`src/rtl/mmio_fabric.sv`:
```
// mmio_fabric: registered memory-mapped interconnect between the core data port
// and NUM_SLAVES peripherals. It decodes addresses with per-slave mask/base pairs
// and runs one req/ack transaction at a time. A slave that never acks causes a
// timeout. Decode misses and timeouts are captured in sticky error registers.
module mmio_fabric #(
   parameter int NUM_SLAVES = 6,
   parameter int AW         = 32,
   parameter int DW         = 32,
   parameter logic [NUM_SLAVES*AW-1:0] SLV_BASE = {32'h0000_1400, 32'h0000_1000,
                                                  32'h0000_0C00, 32'h0000_0800,
                                                  32'h0000_0400, 32'h0000_0000},
   parameter logic [NUM_SLAVES*AW-1:0] SLV_MASK = {6{32'hFFFF_FF00}},
   parameter int TIMEOUT    = 16,
   parameter int ERRW       = 8
) (
   input  logic                     clk,
   input  logic                     rst,
   input  logic                     m_req,
   input  logic                     m_we,
   input  logic [AW-1:0]            m_addr,
   input  logic [DW-1:0]            m_wdata,
   output logic [DW-1:0]            m_rdata,
   output logic                     m_ack,
   output logic                     m_err,
   output logic [NUM_SLAVES-1:0]    s_req,
   output logic                     s_we,
   output logic [AW-1:0]            s_addr,
   output logic [DW-1:0]            s_wdata,
   input  logic [NUM_SLAVES*DW-1:0] s_rdata,
   input  logic [NUM_SLAVES-1:0]    s_ack,
   input  logic                     err_clr,
   output logic [AW-1:0]            err_addr,
   output logic [1:0]               err_code,
   output logic [ERRW-1:0]          err_count
);

   localparam int SW = (NUM_SLAVES > 1) ? $clog2(NUM_SLAVES) : 1;
   localparam int TW = (TIMEOUT > 1) ? $clog2(TIMEOUT) : 1;
   localparam logic [TW-1:0] TO_LAST = TW'((TIMEOUT > 0) ? (TIMEOUT - 1) : 0);
   localparam logic [1:0] CODE_NONE = 2'b00;
   localparam logic [1:0] CODE_MISS = 2'b01;
   localparam logic [1:0] CODE_TOUT = 2'b10;

   typedef enum logic [1:0] {IDLE, ACCESS, RESP} state_t;

   state_t                state_q;
   logic [NUM_SLAVES-1:0] s_req_q;
   logic                  m_ack_q, m_err_q, s_we_q;
   logic [DW-1:0]         m_rdata_q, s_wdata_q;
   logic [AW-1:0]         s_addr_q;
   logic [SW-1:0]         sel_q;
   logic [TW-1:0]         cnt_q;

   logic [AW-1:0]         err_addr_q, err_addr_d;
   logic [1:0]            err_code_q, err_code_d;
   logic [ERRW-1:0]       err_count_q, err_count_d;

   logic                  dec_hit;
   logic [SW-1:0]         dec_idx;
   logic                  ack_sel;
   logic [DW-1:0]         rdata_sel;
   logic                  miss_fire, ack_fire, tout_fire;

   // Address decode: scan from the top so the lowest matching index is left standing.
   always_comb begin
      dec_hit = 1'b0;
      dec_idx = '0;
      for (int i = NUM_SLAVES - 1; i >= 0; i--) begin
         if ((m_addr & SLV_MASK[i*AW +: AW]) == SLV_BASE[i*AW +: AW]) begin
            dec_hit = 1'b1;
            dec_idx = SW'(i);
         end
      end
   end

   // Pick ack and read data of the latched slave; other slaves' strobes are ignored.
   always_comb begin
      ack_sel   = 1'b0;
      rdata_sel = '0;
      for (int i = 0; i < NUM_SLAVES; i++) begin
         if (sel_q == SW'(i)) begin
            ack_sel   = s_ack[i];
            rdata_sel = s_rdata[i*DW +: DW];
         end
      end
   end

   // Transaction outcome events; an ack on the last allowed cycle beats the timeout.
   always_comb begin
      miss_fire = (state_q == IDLE) && m_req && !dec_hit;
      ack_fire  = (state_q == ACCESS) && ack_sel;
      tout_fire = (state_q == ACCESS) && !ack_sel && (TIMEOUT > 0) && (cnt_q == TO_LAST);
   end

   // Main transaction FSM with registered master and slave side outputs.
   always_ff @(posedge clk or posedge rst) begin
      if (rst) begin
         state_q   <= IDLE;
         s_req_q   <= '0;
         m_ack_q   <= 1'b0;
         m_err_q   <= 1'b0;
         m_rdata_q <= '0;
         s_we_q    <= 1'b0;
         s_addr_q  <= '0;
         s_wdata_q <= '0;
         sel_q     <= '0;
         cnt_q     <= '0;
      end else begin
         m_ack_q <= 1'b0;
         m_err_q <= 1'b0;
         case (state_q)
            IDLE: begin
               if (m_req) begin
                  s_we_q    <= m_we;
                  s_addr_q  <= m_addr;
                  s_wdata_q <= m_wdata;
                  cnt_q     <= '0;
                  if (dec_hit) begin
                     sel_q   <= dec_idx;
                     s_req_q <= NUM_SLAVES'(1) << dec_idx;
                     state_q <= ACCESS;
                  end else begin
                     m_ack_q   <= 1'b1;
                     m_err_q   <= 1'b1;
                     m_rdata_q <= '0;
                     state_q   <= RESP;
                  end
               end
            end
            ACCESS: begin
               if (ack_fire) begin
                  s_req_q   <= '0;
                  m_ack_q   <= 1'b1;
                  m_rdata_q <= s_we_q ? '0 : rdata_sel;
                  state_q   <= RESP;
               end else if (tout_fire) begin
                  s_req_q   <= '0;
                  m_ack_q   <= 1'b1;
                  m_err_q   <= 1'b1;
                  m_rdata_q <= '0;
                  state_q   <= RESP;
               end else begin
                  cnt_q <= cnt_q + TW'(1);
               end
            end
            RESP:    state_q <= IDLE;
            default: state_q <= IDLE;
         endcase
      end
   end

   // Error capture next state: a new error overrides a simultaneous clear.
   always_comb begin
      err_addr_d  = err_addr_q;
      err_code_d  = err_code_q;
      err_count_d = err_count_q;
      if (miss_fire || tout_fire) begin
         err_addr_d = miss_fire ? m_addr : s_addr_q;
         err_code_d = miss_fire ? CODE_MISS : CODE_TOUT;
         if (err_clr) begin
            err_count_d = ERRW'(1);
         end else if (err_count_q != {ERRW{1'b1}}) begin
            err_count_d = err_count_q + ERRW'(1);
         end
      end else if (err_clr) begin
         err_code_d  = CODE_NONE;
         err_count_d = '0;
      end
   end

   // Sticky error registers, updated on the edge that launches the errored response.
   always_ff @(posedge clk or posedge rst) begin
      if (rst) begin
         err_addr_q  <= '0;
         err_code_q  <= CODE_NONE;
         err_count_q <= '0;
      end else begin
         err_addr_q  <= err_addr_d;
         err_code_q  <= err_code_d;
         err_count_q <= err_count_d;
      end
   end

   assign m_rdata   = m_rdata_q;
   assign m_ack     = m_ack_q;
   assign m_err     = m_err_q;
   assign s_req     = s_req_q;
   assign s_we      = s_we_q;
   assign s_addr    = s_addr_q;
   assign s_wdata   = s_wdata_q;
   assign err_addr  = err_addr_q;
   assign err_code  = err_code_q;
   assign err_count = err_count_q;

endmodule

```
`config.mk`:
```
export PLATFORM = sky130hd
export DESIGN_NAME = mmio_fabric
export DESIGN_NICKNAME = d
export VERILOG_FILES = /design/src/rtl/mmio_fabric.sv
export SDC_FILE = /design/constraint.sdc
export NUM_CORES = 1
export LEC_CHECK = 0
export CAP_MARGIN = 5
export CORE_MARGIN = 8
export CORE_UTILIZATION = 30
export DETAILED_ROUTE_END_ITERATION = 16
export GPL_ROUTABILITY_DRIVEN = 1
export PLACE_DENSITY = 0.61
export SYNTH_ARGS = -nofsm -noshare
export SYNTH_HDL_FRONTEND = slang
export SYNTH_SLANG_ARGS = --single-unit
export TNS_END_PERCENT = 50
```
`constraint.sdc`:
```
create_clock -name clk -period 12.2 [get_ports clk]
set_clock_uncertainty 0.1 [all_clocks]
set_input_delay 2.44 -clock clk [delete_from_list [all_inputs] [get_ports clk]]
set_output_delay 2.44 -clock clk [all_outputs]
set_load 0.05 [all_outputs]
```
# Yosys cells after proc, flatten, opt, wreduce, memory -nomap -nowiden

Index checks and enable logic that the tools add are counted.

Flip-flop bits (word level): 156
Output and inout bits: 147
Word-level logic and storage cells: 115

Add/sub/neg operators: 2
Equal/unequal tests: 19
Shifts and indexed selects: 1
Mux-type cells: 59
Reductions and logical operators: 21

Operators by type and width:

| operator            | number |
|---|---|
| $mux 32             | 12 |
| $pmux 32 s2         | 1 |
| $eq 24x4->1 const B | 2 |
| $eq 24x5->1 const B | 2 |
| $logic_not 32->1    | 1 |
| $mux 8              | 4 |
| $eq 24x3->1 const B | 1 |
| $mux 6              | 4 |
| $mux 3              | 6 |
| $mux 1              | 17 |
| $mux 2              | 7 |
| $mux 4              | 3 |
| $pmux 6 s2          | 1 |
| $reduce_and 4->1    | 3 |
| $ne 2x2->1 const B  | 5 |
| $add 8x1->8 const B | 1 |
| $ne 8x8->1 const B  | 1 |
| $pmux 4 s2          | 1 |
| $eq 3x2->1 const B  | 2 |
| $eq 3x3->1 const B  | 2 |
| $reduce_and 2->1    | 3 |
| $reduce_bool 2->1   | 3 |
| $shl 1x3->6 const A | 1 |
| $logic_and 1x1->1   | 5 |
| other kinds (12)    | 14 |

# Logic depth before layout (Yosys ltp)

Depth after elaboration: 13
Depth in mapped cells: 8
Mapped depth without buffers: 6

# Worst setup path after synthesis

No wires, ideal clock.

Kind: input -> register
Start: input port m_addr[15]
End: register err_addr_q[0] (netlist: err_addr[0])
Library setup time: 0.126 ns
Data arrival time: 3.810 ns
Setup slack: 8.164 ns
Cell stages on the path: 6
Buffers on the path: 1
Cells stage by stage: nor4_1 -> nand4_1 -> nor2_2 -> nor2_1 -> clkbuf_1 -> a221o_1

Word-level cells in the longest chain between the ends: 10

Ends and longest elaborated chain:

| element                                            | RTL line | source |
|---|---|---|
| from (decl)                                        | 20       | `input logic [AW-1:0] m_addr,` |
| $eq 24x5->1                                        | 69       | `if ((m_addr & SLV_MASK[i*AW +: AW]) == SLV_BASE[i*AW +: AW]) begin` |
| $mux 1 (5 in series)                               | 69       |  |
| $mux 1 (*)                                         | 69       |  |
| $logic_not 1->1 (*)                                | 90       | `miss_fire = (state_q == IDLE) && m_req && !dec_hit;` |
| $logic_and 1x1->1 (*)                              | 90       |  |
| $mux 32 / $logic_or 1x1->1 (equally long branches) | 158, 157 |  |
| to (signal assigned)                               | 178      | `err_addr_q <= err_addr_d;` |
| to (decl)                                          | 54       | `logic [AW-1:0] err_addr_q, err_addr_d;` |

Mark *: on every way between the ends. The rest lies on a longest branch, timed or not.
A chain may end at the register's enable or synchronous reset.

# Worst setup path after layout

Start: input port m_addr[8]
End: register m_rdata_q[8] (netlist: m_rdata[8])

Word-level cells in the longest chain between the ends: 9

Ends and longest elaborated chain:

| element                               | RTL line | source |
|---|---|---|
| $eq 24x5->1                           | 69       |  |
| $mux 1 (5 in series)                  | 69       |  |
| $mux 1 (*)                            | 69       |  |
| $ne 2x2->1 (no source line) (*)       | -        |  |
| $reduce_and 4->1 (no source line) (*) | -        |  |
| to (signal assigned)                  | 134      | `m_rdata_q <= s_we_q ? '0 : rdata_sel;` |
| to (decl)                             | 49       | `logic [DW-1:0] m_rdata_q, s_wdata_q;` |

Marks and branches as above.

==> run_results.csv <==
group,metric,value,unit
yosys,synth_top_area_share,49.1,%
grt,grt_max_degree,85,
drt,avgViaCountPerCell,4.95,
place,numPortBuffers,413,
yosys,synthCells,734,
cts,postCtsHoldBufs,0,
place,hpwl,24700,um
power_and_ir_drop,ir_drop,0.0929,mV
floorplan,ios,414,
yosys,synth-seq-cells,156,
grt,grt_pass1_vias,7891,
sta,rsz0062_at_grt,"no",
yosys,syn_area,7950,um^2
drt,dr.pass1.iters,4,
sta,hold_viol,0,
yosys,synth_area_leaders,"dfrtp_1, mux4_2, nand2_1, mux2i_1, a221o_1",
power_and_ir_drop,p_per_area,123,nW/um^2
yosys,seq_area_frac_synth,49.1,%
sta,slew-limit-headroom,20.8,%
sta,finalCritPeriodShare,41.6,%
layout,multiInputGateArea,3650,um^2
place,dp_cells,1435,
sta,worst_slew_pin_slew,1.19,ns
grt,grt_pass1_wl,47400,um
layout,register_area,3910,um^2
layout,area_delta_synth_final,62.8,%
worst_setup_path,required,12.45,ns
cts,cts_resized,0,
worst_setup_path,criticalPathCategory,"input port to register",
worst_setup_path,critical-path-slowest-cell,"a21boi_4",
cts,htree_levels,4,
drt,ant_nets,0,
cts,cts_root_buffer,"clkbuf_16",
hold_path,hold_depth,2,
floorplan,dieArea,32000,um^2
floorplan,start_util,30.5,%
floorplan,coreArea,26100,um^2
drt,first_iter_violations,395,
yosys,ys_async_sr_fraction,100,%
cts,path_clk_slew,0.06,ns
grt,grt_usage,19.4,%
hold_path,holdPathEnd,"s_wdata[1]",
cts,clock_path_buffers,2,
worst_setup_path,cp-end-kind,"register",
yosys,synth_most_common_cell,"dfrtp_1",
layout,drive_above_1_share,8.22,%
sta,drv_slew,0,
floorplan,num_rows,59,
worst_setup_path,critPathMaxFanout,34,
place,gp_congestion,0.795,
grt,grt_remaining_overflow,0,
sta,layout_min_cycle_time,5.07,ns
worst_setup_path,worstSetupStartpointType,"input port",
floorplan,die_h,179,um
hold_path,hp-class,"register to register",
worst_setup_path,cp_cell_sequence,"clkdlybuf4s50_1, nor4_1, nand3_1, o21ai_1, buf_4, a21boi_4, a22o_1",
yosys,synth_top_area_cell,"dfrtp_1",
hold_path,worstHoldStart,"s_wdata[1]",
cts,cts_tree,"built",
floorplan,die_width,179,um
sta,finalSetupTns,0,ns
yosys,yosys_warnings,0,
yosys,syn_nets,1003,
yosys,synthTopCellsByCount,"dfrtp_1, nand2_1, inv_1",
worst_setup_path,cp.arrival,5.32,ns
worst_setup_path,rr_startpoint,"sel_q[0]",
cts,clock-sinks,156,
layout,instances_no_fill,1469,
sta,max_freq,197,MHz
cts,clk_latency,0.42,ns
power_and_ir_drop,leakagePower,5.69,nW
worst_setup_path,ff2ff_setup_slack,8.64,ns
yosys,ys_types,56,
yosys,synth_area_per_cell,10.8,um^2
worst_setup_path,critical-path-max-stage-delay,0.82,ns
layout,nFillCells,2450,
sta,setup_viol,0,
worst_setup_path,reg2reg_depth,6,
grt,antenna_found_initial,1,
drt,wl_per_cell,21.6,um
drt,wirelength,31800,um
layout,fin_nets,1388,
sta,whs,0.372,ns
drt,num_vias,7273,
cts,postCtsSetupBuffers,0,
run,max-cap-violations,0,
run_status,status,"finished, final reports clean",
drt,drc_errors,0,
yosys,synth_edf_count,0,
yosys,yosys_most_used_dff,"dfrtp_1",
cts,cts_buffers,17,
worst_setup_path,r2r-end,"err_addr[28]",
## cell families after synthesis
family                     count (synthesis)  synth area share, %
AOI/OAI and AO/OA                        150                 15.7
muxes                                     78                 14.9
adders and majority gates                  2                0.315
DFF                                      156                 49.1
buffers and inverters                     98                 5.19
and+or+nand+nor                          250                 14.8
## routing by layer
layer	wire, um	GRT usage (%)
met2	16000	33.2
met4	485	4.72
met5	0	0
met3	3110	7.62
met1	12200	22.3
## sequential cells by signal (all words and copies together) (netlist names), 3 cells and up
signal	cells
s_wdata	32
s_req	6
cnt_q	4
err_count	8
err_addr	32
sel_q	3
m_rdata	32
s_addr	32
## how the worst max path moves through the flow
stage	start	end	slack [ns]	cells past startpoint
after floorplan	rst	cnt_q[0]	5.45	1
after global placement	m_addr[15]	m_rdata[7]	6.72	7
after detailed placement	m_addr[15]	m_rdata[9]	6.70	7
after CTS	m_addr[15]	err_addr[24]	7.12	7
after global routing	m_addr[15]	m_rdata[1]	6.94	7
final	m_addr[8]	m_rdata[8]	7.13	7
## power by group
group | switching [W] | internal [W] | leakage (nW)
combinational | 0.000256 | 0.000190 | 3.41
clock | 0.000219 | 0.000329 | 0.290
sequential | 0.0000317 | 0.000561 | 1.99
## critical path: cells and delay by family
kind            cells  cell delay (ns)
compound gates      3             1.28
buf+inv             2             0.69
simple gates        2             0.87
## metrics by stage
stage	setup slack, ns	util [%]	total power [W]	cell area [um^2]
2_1_floorplan	5.45	-	0.000837	7950
3_3_place_gp	6.72	47.3	0.00105	12300
3_5_place_dp	6.70	47.3	0.00105	12300
4_1_cts	7.12	49.7	0.00161	12900
5_1_grt	6.94	49.7	0.00165	12900
6_report	7.13	49.7	0.00159	12900
## layout by cell type (no fill, tap or decap), types with 3 or more instances in the layout
cell type / netlist / routed
clkdlybuf4s50_1: 0 / 413
dfrtp_1: 156 / 154
nand2_1: 147 / 147
inv_1: 43 / 42
mux2i_1: 37 / 37
a221o_1: 33 / 33
o22ai_1: 33 / 33
a22o_1: 32 / 32
mux4_2: 31 / 31
and2_1: 23 / 23
a21o_1: 22 / 22
clkbuf_16: 0 / 17
nor2_1: 16 / 16
and3_1: 14 / 14
nand3_1: 9 / 9
mux2_2: 8 / 8
buf_4: 2 / 8
nand2b_1: 6 / 6
nor2b_1: 6 / 6
nor4_1: 6 / 6
a21oi_1: 6 / 6
nor3_1: 4 / 4
inv_6: 0 / 4
nand3b_1: 3 / 3
nand4_1: 3 / 3
o211ai_1: 3 / 3
or3_1: 3 / 3
bufinv_16: 0 / 3
clkinvlp_4: 0 / 3
clkinv_2: 0 / 3
## area by class of cell
class                           count  area share (%)
Timing Repair Buffer              421            32.4
Sequential cell                   156            30.2
Multi-Input combinational cell    480            28.2
Clock buffer                       19            3.42
Tap cell                          335            3.24
Inverter                           43            1.29
Clock inverter                     13            1.26
Antenna cell                        2          0.0387
Power figures use the tool's default switching activity.
